===== config.mk =====
export PLATFORM = sky130hd
export DESIGN_NAME = mc_control_unit
export DESIGN_NICKNAME = d
export VERILOG_FILES = /design/src/rtl/mc_control_unit.sv
export SDC_FILE = /design/constraint.sdc
export NUM_CORES = 1
export LEC_CHECK = 0
export ABC_CLOCK_PERIOD_IN_PS = 2000
export CAP_MARGIN = 5
export CORE_MARGIN = 3
export CORE_UTILIZATION = 34
export DETAILED_ROUTE_END_ITERATION = 10
export PLACE_DENSITY_LB_ADDON = 0.1
export SYNTH_ARGS = -nofsm -noshare
export SYNTH_HDL_FRONTEND = slang
export SYNTH_SLANG_ARGS = --single-unit
export TNS_END_PERCENT = 10

===== constraint.sdc =====
create_clock -name clk -period 2 [get_ports clk]
set_clock_uncertainty 0.2 [all_clocks]
set_input_delay 0.4 -clock clk [delete_from_list [all_inputs] [get_ports clk]]
set_output_delay 0.4 -clock clk [all_outputs]
set_load 0.005 [all_outputs]

===== src/rtl/mc_control_unit.sv =====
// Purpose: multicycle MIPS-subset control FSM; owns PC load (pc_en/new_address) and datapath strobes.
// Latency: outputs Moore-decoded from the current state (BRANCH pc_en also uses zero/opcode); illegal_op is registered.
// Backpressure: none; the FSM advances every cycle and strobes are forced low while reset is held.
module mc_control_unit #(
    parameter int ADDR_W = 32,
    parameter int JUMP_W = 26,
    parameter int CNT_W  = 32
) (
    input  logic              clk,
    input  logic              reset,
    input  logic [5:0]        opcode,
    input  logic              zero,
    input  logic [ADDR_W-1:0] pc,
    input  logic [ADDR_W-1:0] alu_result,
    input  logic [ADDR_W-1:0] alu_out,
    input  logic [JUMP_W-1:0] jump_target,
    output logic              pc_en,
    output logic [ADDR_W-1:0] new_address,
    output logic              iord,
    output logic              mem_read,
    output logic              mem_write,
    output logic              ir_write,
    output logic              reg_dst,
    output logic              mem_to_reg,
    output logic              reg_write,
    output logic              alu_src_a,
    output logic [1:0]        alu_src_b,
    output logic [1:0]        alu_op,
    output logic [3:0]        state,
    output logic              illegal_op,
    output logic [CNT_W-1:0]  instr_count
);

    // State codes are visible on the debug port, so they are fixed numbers.
    localparam logic [3:0] S_FETCH    = 4'd0;
    localparam logic [3:0] S_DECODE   = 4'd1;
    localparam logic [3:0] S_MEM_ADDR = 4'd2;
    localparam logic [3:0] S_MEM_RD   = 4'd3;
    localparam logic [3:0] S_MEM_WB   = 4'd4;
    localparam logic [3:0] S_MEM_WR   = 4'd5;
    localparam logic [3:0] S_R_EXE    = 4'd6;
    localparam logic [3:0] S_R_WB     = 4'd7;
    localparam logic [3:0] S_BRANCH   = 4'd8;
    localparam logic [3:0] S_JUMP     = 4'd9;
    localparam logic [3:0] S_ADDI_EXE = 4'd10;
    localparam logic [3:0] S_ADDI_WB  = 4'd11;

    localparam logic [5:0] OP_RTYPE = 6'b000000;
    localparam logic [5:0] OP_J     = 6'b000010;
    localparam logic [5:0] OP_BEQ   = 6'b000100;
    localparam logic [5:0] OP_BNE   = 6'b000101;
    localparam logic [5:0] OP_ADDI  = 6'b001000;
    localparam logic [5:0] OP_LW    = 6'b100011;
    localparam logic [5:0] OP_SW    = 6'b101011;

    logic [3:0]       state_q, state_d;
    logic             illegal_op_q, illegal_op_d;
    logic [CNT_W-1:0] instr_count_q, instr_count_d;

    // Opcode classification shared by decode, memory split and branch sense.
    logic op_lw, op_sw, op_rtype, op_beq, op_bne, op_j, op_addi, op_legal;
    assign op_lw    = (opcode == OP_LW);
    assign op_sw    = (opcode == OP_SW);
    assign op_rtype = (opcode == OP_RTYPE);
    assign op_beq   = (opcode == OP_BEQ);
    assign op_bne   = (opcode == OP_BNE);
    assign op_j     = (opcode == OP_J);
    assign op_addi  = (opcode == OP_ADDI);
    assign op_legal = op_lw | op_sw | op_rtype | op_beq | op_bne | op_j | op_addi;

    // Jump destination: top 4 PC bits, word-aligned target, any gap bits zero.
    logic [ADDR_W-1:0] jump_addr;
    always_comb begin
        jump_addr                 = '0;
        jump_addr[JUMP_W+1:0]     = {jump_target, 2'b00};
        jump_addr[ADDR_W-1 -: 4]  = pc[ADDR_W-1 -: 4];
    end

    // Only the top nibble of pc feeds the jump address.
    logic unused_pc_bits;
    assign unused_pc_bits = ^pc[ADDR_W-5:0];

    // Next-state selection; unused codes fall back to FETCH.
    always_comb begin
        state_d = S_FETCH;
        case (state_q)
            S_FETCH: state_d = S_DECODE;
            S_DECODE: begin
                if (op_lw || op_sw)         state_d = S_MEM_ADDR;
                else if (op_rtype)          state_d = S_R_EXE;
                else if (op_beq || op_bne)  state_d = S_BRANCH;
                else if (op_j)              state_d = S_JUMP;
                else if (op_addi)           state_d = S_ADDI_EXE;
                else                        state_d = S_FETCH;
            end
            S_MEM_ADDR: state_d = op_sw ? S_MEM_WR : S_MEM_RD;
            S_MEM_RD:   state_d = S_MEM_WB;
            S_R_EXE:    state_d = S_R_WB;
            S_ADDI_EXE: state_d = S_ADDI_WB;
            default:    state_d = S_FETCH;
        endcase
    end

    // Flag an unsupported opcode one cycle after DECODE; count retirements.
    always_comb begin
        illegal_op_d  = (state_q == S_DECODE) && !op_legal;
        instr_count_d = instr_count_q;
        case (state_q)
            S_MEM_WB, S_MEM_WR, S_R_WB, S_BRANCH, S_JUMP, S_ADDI_WB:
                instr_count_d = instr_count_q + CNT_W'(1);
            default: instr_count_d = instr_count_q;
        endcase
    end

    // State, illegal pulse and retired-instruction counter registers.
    always_ff @(posedge clk or negedge reset) begin
        if (!reset) begin
            state_q       <= S_FETCH;
            illegal_op_q  <= 1'b0;
            instr_count_q <= '0;
        end else begin
            state_q       <= state_d;
            illegal_op_q  <= illegal_op_d;
            instr_count_q <= instr_count_d;
        end
    end

    // Raw Moore decode of the datapath controls from the current state.
    logic pc_en_raw, mem_read_raw, mem_write_raw, ir_write_raw, reg_write_raw;
    always_comb begin
        pc_en_raw     = 1'b0;
        new_address   = alu_result;
        iord          = 1'b0;
        mem_read_raw  = 1'b0;
        mem_write_raw = 1'b0;
        ir_write_raw  = 1'b0;
        reg_dst       = 1'b0;
        mem_to_reg    = 1'b0;
        reg_write_raw = 1'b0;
        alu_src_a     = 1'b0;
        alu_src_b     = 2'b00;
        alu_op        = 2'b00;
        case (state_q)
            S_FETCH: begin
                mem_read_raw = 1'b1;
                ir_write_raw = 1'b1;
                alu_src_b    = 2'b01;
                pc_en_raw    = 1'b1;
            end
            S_DECODE: begin
                alu_src_b = 2'b11;
            end
            S_MEM_ADDR, S_ADDI_EXE: begin
                alu_src_a = 1'b1;
                alu_src_b = 2'b10;
            end
            S_MEM_RD: begin
                mem_read_raw = 1'b1;
                iord         = 1'b1;
            end
            S_MEM_WB: begin
                reg_write_raw = 1'b1;
                mem_to_reg    = 1'b1;
            end
            S_MEM_WR: begin
                mem_write_raw = 1'b1;
                iord          = 1'b1;
            end
            S_R_EXE: begin
                alu_src_a = 1'b1;
                alu_op    = 2'b10;
            end
            S_R_WB: begin
                reg_write_raw = 1'b1;
                reg_dst       = 1'b1;
            end
            S_BRANCH: begin
                alu_src_a   = 1'b1;
                alu_op      = 2'b01;
                new_address = alu_out;
                pc_en_raw   = (op_beq & zero) | (op_bne & ~zero);
            end
            S_JUMP: begin
                pc_en_raw   = 1'b1;
                new_address = jump_addr;
            end
            S_ADDI_WB: begin
                reg_write_raw = 1'b1;
            end
            default: ;
        endcase
    end

    // Reset is async, so gate the write strobes directly with it: FETCH
    // would otherwise assert pc_en/mem_read/ir_write during reset.
    assign pc_en       = pc_en_raw     & reset;
    assign mem_read    = mem_read_raw  & reset;
    assign mem_write   = mem_write_raw & reset;
    assign ir_write    = ir_write_raw  & reset;
    assign reg_write   = reg_write_raw & reset;

    assign state       = state_q;
    assign illegal_op  = illegal_op_q;
    assign instr_count = instr_count_q;

endmodule


======== Word-level counts from Yosys, hierarchy flattened ========
Index checks and enable logic that the tools add are counted.
operators by class
  add/subtract/negate cells ............... 1
  eq/ne operators ......................... 17
  muxes and demuxes ....................... 19
  bitwise operators ....................... 15
  reduce and logical (&&, ||, !) cells .... 13
operators with widths
  kind                                                 number
  case mux 32 bit (2 select lines)                     1
  adder 32 x 1 -> 32 bit, second input constant        1
  case mux 4 bit (6 select lines)                      1
  2-to-1 mux 4 bit                                     5
  equality test 4 x 3 -> 1 bit, second input constant  4
  equality test 4 bit, second input constant           4
  equality test 6 x 3 -> 1 bit, second input constant  2
  equality test 6 bit, second input constant           2
  equality test 4 x 2 -> 1 bit, second input constant  2
  2-to-1 mux 1 bit                                     8
  OR reduction 2 bit                                   4
  AND 1 bit                                            7
  OR 1 bit                                             7
  equality test 6 x 2 -> 1 bit, second input constant  1
  equality test 6 x 4 -> 1 bit, second input constant  1
  logical NOT 6 bit                                    1
  case mux 2 bit (3 select lines)                      1
  OR reduction 6 bit                                   1
  equality test 4 x 1 -> 1 bit, second input constant  1
  logical NOT 4 bit                                    1
  case mux 2 bit (2 select lines)                      1
  OR reduction 4 bit                                   1
  2-to-1 mux 3 bit                                     1
  OR reduction 3 bit                                   1
  5 further kinds                                      6
storage, ports and cells
  register bits ........................... 37
  bits of input ports ..................... 131
  output and inout bits ................... 82
  logic and storage cells ................. 68

======== Depth between registers and ports, before layout ========
  word-level depth ........................ 9
  gate-level depth with buffers ........... 7
  depth with buffers taken out ............ 5

======== Least setup slack after synthesis ========
OpenSTA, ideal clock, no wires.
  path kind ............................... register to output
  from .................................... register state_q[3], in the netlist state[3]
  to ...................................... output port new_address[0]
  arrival time ............................ 1398 ps
  required time ........................... 1400 ps
  setup slack ............................. 2 ps
  stages on the path, launching flop included .. 7
  path buffers ............................ 2
  cell sequence ........................... dfrtp_1 or2b_1 nand2b_1 clkbuf_1 clkbuf_1 nand2_1 o21ai_0
on the way
  word-level cells in the longest chain between the ends .. 2
  elaborated cells between the ends (all ways) .. 3
  those cells by class .................... 2 x eq/ne; 1 x mux
RTL lines
  what                                  line  text
  start: declaration                    56    logic [3:0] state_q, state_d;
  start signal: assignment              122   state_q <= state_d;
  equality test 4 bit                   143   case (state_q)
  case mux 32 bit (2 select lines) (*)  143
  end: declaration                      18    output logic [ADDR_W-1:0] new_address,
Every way passes the cells marked *; elsewhere a longest branch is shown, timed or not.

======== Worst setup path in the final report ========
  from .................................... register state_q[2], in the netlist state[2]
  to ...................................... output port new_address[4]
Same word-level chain as after synthesis.

==> qor.yml <==
routing:
  drt_iter0_drc: 137
  totalWireLength_um: 10300
  drt_first_pass_iters: 4
  vias_per_cell: 5.08
  ant_nets: 0
  drc: 0
  num_vias: 3134
  wl_per_cell_um: 16.6
run:
  maxCapViolCount: 0
yosys:
  synthFlopType: "dfrtp_1"
  ys_types: 43
  seq_area_frac_synth_pct: 34.6
  yosys.area.top_type_share_pct: 34.6
  async_flop_share_pct: 100
  yosysTopAreaCell: "dfrtp_1"
  synth_xor_area_share_pct: 11.8
  syn_area_sq_um: 2680
  synth_top_family_by_area: "simple AND/OR/NAND/NOR gates"
  ys_ff_latch: 37
  synth_compound_area_share_pct: 9.58
  synth_edf_count: 0
  synth_warnings: 0
  syn_avg_cell_area_sq_um: 8.83
  muxShareOfSynthArea_pct: 11.6
  synthCells: 303
  synthAdderAreaFrac_pct: 0.842
  synth-simple-area-share_pct: 26.4
  synthTopCellsByArea: "dfrtp_1, mux2i_1, xnor2_1"
  syn_nets: 435
timing:
  hold_viol: 0
  fin_tns_setup_ns: -7.26
  rsz0062_at_grt: "yes"
  setup_ws_ns: -0.293
  slew_headroom_pct: 70.6
  max_freq_mhz: 436
  worst_slew_pin_slew_ns: 0.430
  slew_violations: 0
  min_period_ns: 2.29
  fin_crit_sh_pct: 115
  setup_viol: 43
floorplan:
  io_pins: 213
  initial_core_util_pct: 35.9
  coreArea_sq_um: 7450
  rows: 31
  dieHeight_um: 94.7
  dieArea_sq_um: 8970
  die_x_um: 94.7
critical_path:
  reg2reg_from: "state[1]"
  r2r_cells: 6
  rrSetupSlack_ns: 0.10
  worst_r2r_endpoint: "instr_count[25]"
  worstPathMaxFanout: 8
  cp.required_ns: 1.40
  criticalPathCategory: "reg2out"
  endpoint_kind: "output port"
  start_kind: "flip-flop"
  endpoint: "new_address[4]"
  crit_arrival_ns: 1.69
  cp-startpoint: "state[2]"
finish:
  final_common_cell: "clkdlybuf4s50_1"
  post_route_cells_drive_above_1_share_pct: 25.9
  mostFrequentLayoutCells: "clkdlybuf4s50_1, nand2_1, dfrtp_1, buf_2, buf_4"
  final_nets: 649
  area_growth_pct: 87.5
  diodes: 0
  layoutNonFillerInstCount: 617
outcome:
  violations: "negative setup slack"
  outcome: "complete, but fails checks"
power_and_ir_drop:
  ir_worst_vdd_uv: 355
  power_mw: 3.02
  leakage_nw: 2.25
  power_density_nw_per_um2: 602
grt:
  grt_pass1_wl_um: 15500
  antenna_found_initial: 0
  grt.overflow.total: 0
  grt_max_degree: 34
  grt_pass1_vias: 3112
  grt_usage_pct: 22.3
clock_network:
  cts_max_level: 2
  path_clk_slew_ns: 0.07
  clkSinkCount: 37
  insertion_delay_ns: 0.29
  cts_buffers: 5
  cts_tree: "built"
  cts.path.max_buffers: 2
  cts_root_buffer: "clkbuf_8"
placement:
  gp_congestion: 0.838
  place_inst: 600
  hpwl_um: 7830
  port_buffers: 184
min_path:
  hp-class: "in2async"
-- per-layer routing --
metal	global-route usage (%)	vias to the layer above	share of wire (%)
met5	0	-	0
met4	10.1	0	3.1
met1	22.8	1482	35
met2	41.2	123	53
li1	-	1509	-
met3	7.09	20	8.5
-- timing repair --
| action | 4_1_cts | 5_1_grt |
|---|---|---|
| resized for setup | 191 | 53 |
| pin swaps | 7 | 11 |
| hold buffers | 1 | 0 |
| gates cloned | 3 | 0 |
| setup buffers | 3 | 4 |
| hold endpoints to repair | 4 | 0 |
| endpoints found under the setup margin | 46 | 47 |
-- area by class of cell --
type                    instances  area [sq um]
fillers                       609          2430
repair buffers                228          2100
multi-input cells             241          1760
flip-flops and latches         37           928
well taps                      99           124
clock buffers                   6          82.6
inverters                       4          15.0
clock inverters                 2          13.8
-- kinds of logic after synthesis --
kind of cell | after synthesis
flops | 37
buf+inv | 25
mux | 31
simple gates | 127
compound gates | 47
fa+ha+maj | 2
xor+xnor | 34
-- power breakdown --
part / switching [mW] / internal [mW] / total, mW / leakage, nW
clock network: 0.268 / 0.279 / 0.547 / 0.0512
logic: 0.686 / 0.910 / 1.60 / 1.70
registers: 0.0651 / 0.813 / 0.878 / 0.504
-- synthesized netlist by cell type, types with 2 or more instances --
cell type and number:
a21oi_1 5, and2_1 3, and3_1 7, and4_1 6, buf_2 7, buf_6 4
clkbuf_1 7, dfrtp_1 37, inv_1 4, mux2i_1 30, nand2_1 45, nand2b_1 7
nand3_1 11, nand4_1 18, nor2_1 9, nor2b_1 2, nor3_1 5, nor3b_1 3
nor4_1 3, nor4b_1 2, o21ai_0 34, o22ai_1 2, xnor2_1 30, xor2_1 3
-- sequential cells by signal (all words and copies together) (netlist names) --
| signal | cells |
|---|---|
| illegal_op | 1 |
| instr_count | 32 |
| state | 4 |
-- worst max-delay path: stages, from the launching register on --
cell	delay, ns
dfrtp_1	0.38
or2b_1	0.25
nand2b_4	0.21
buf_12	0.16
buf_8	0.13
o21ai_1	0.13
buf_2	0.15
-- per-stage QoR --
step | cell area [sq um] | worst slack (ns) | util (%) | hold slack, ns
global placement | 4820 | -0.701 | 64.7 | 0.224
detailed placement | 4820 | -0.744 | 64.7 | 0.218
floorplan | 2680 | 0.00162 | - | -0.0956
finish | 5020 | -0.293 | 67.4 | 0.0574
global route | 5020 | -0.355 | 67.4 | 0.0928
CTS | 4960 | -0.388 | 66.6 | 0.0632
-- worst min-delay path by stage --
stage,depth (start not counted),to,startpoint
floorplan,0,illegal_op,reset
global placement,2,state[1],reset
detailed placement,2,state[1],reset
CTS,2,instr_count[20],reset
global route,2,instr_count[20],reset
finish,2,instr_count[2],reset
Note: power is estimated with default switching activity, not from simulation.
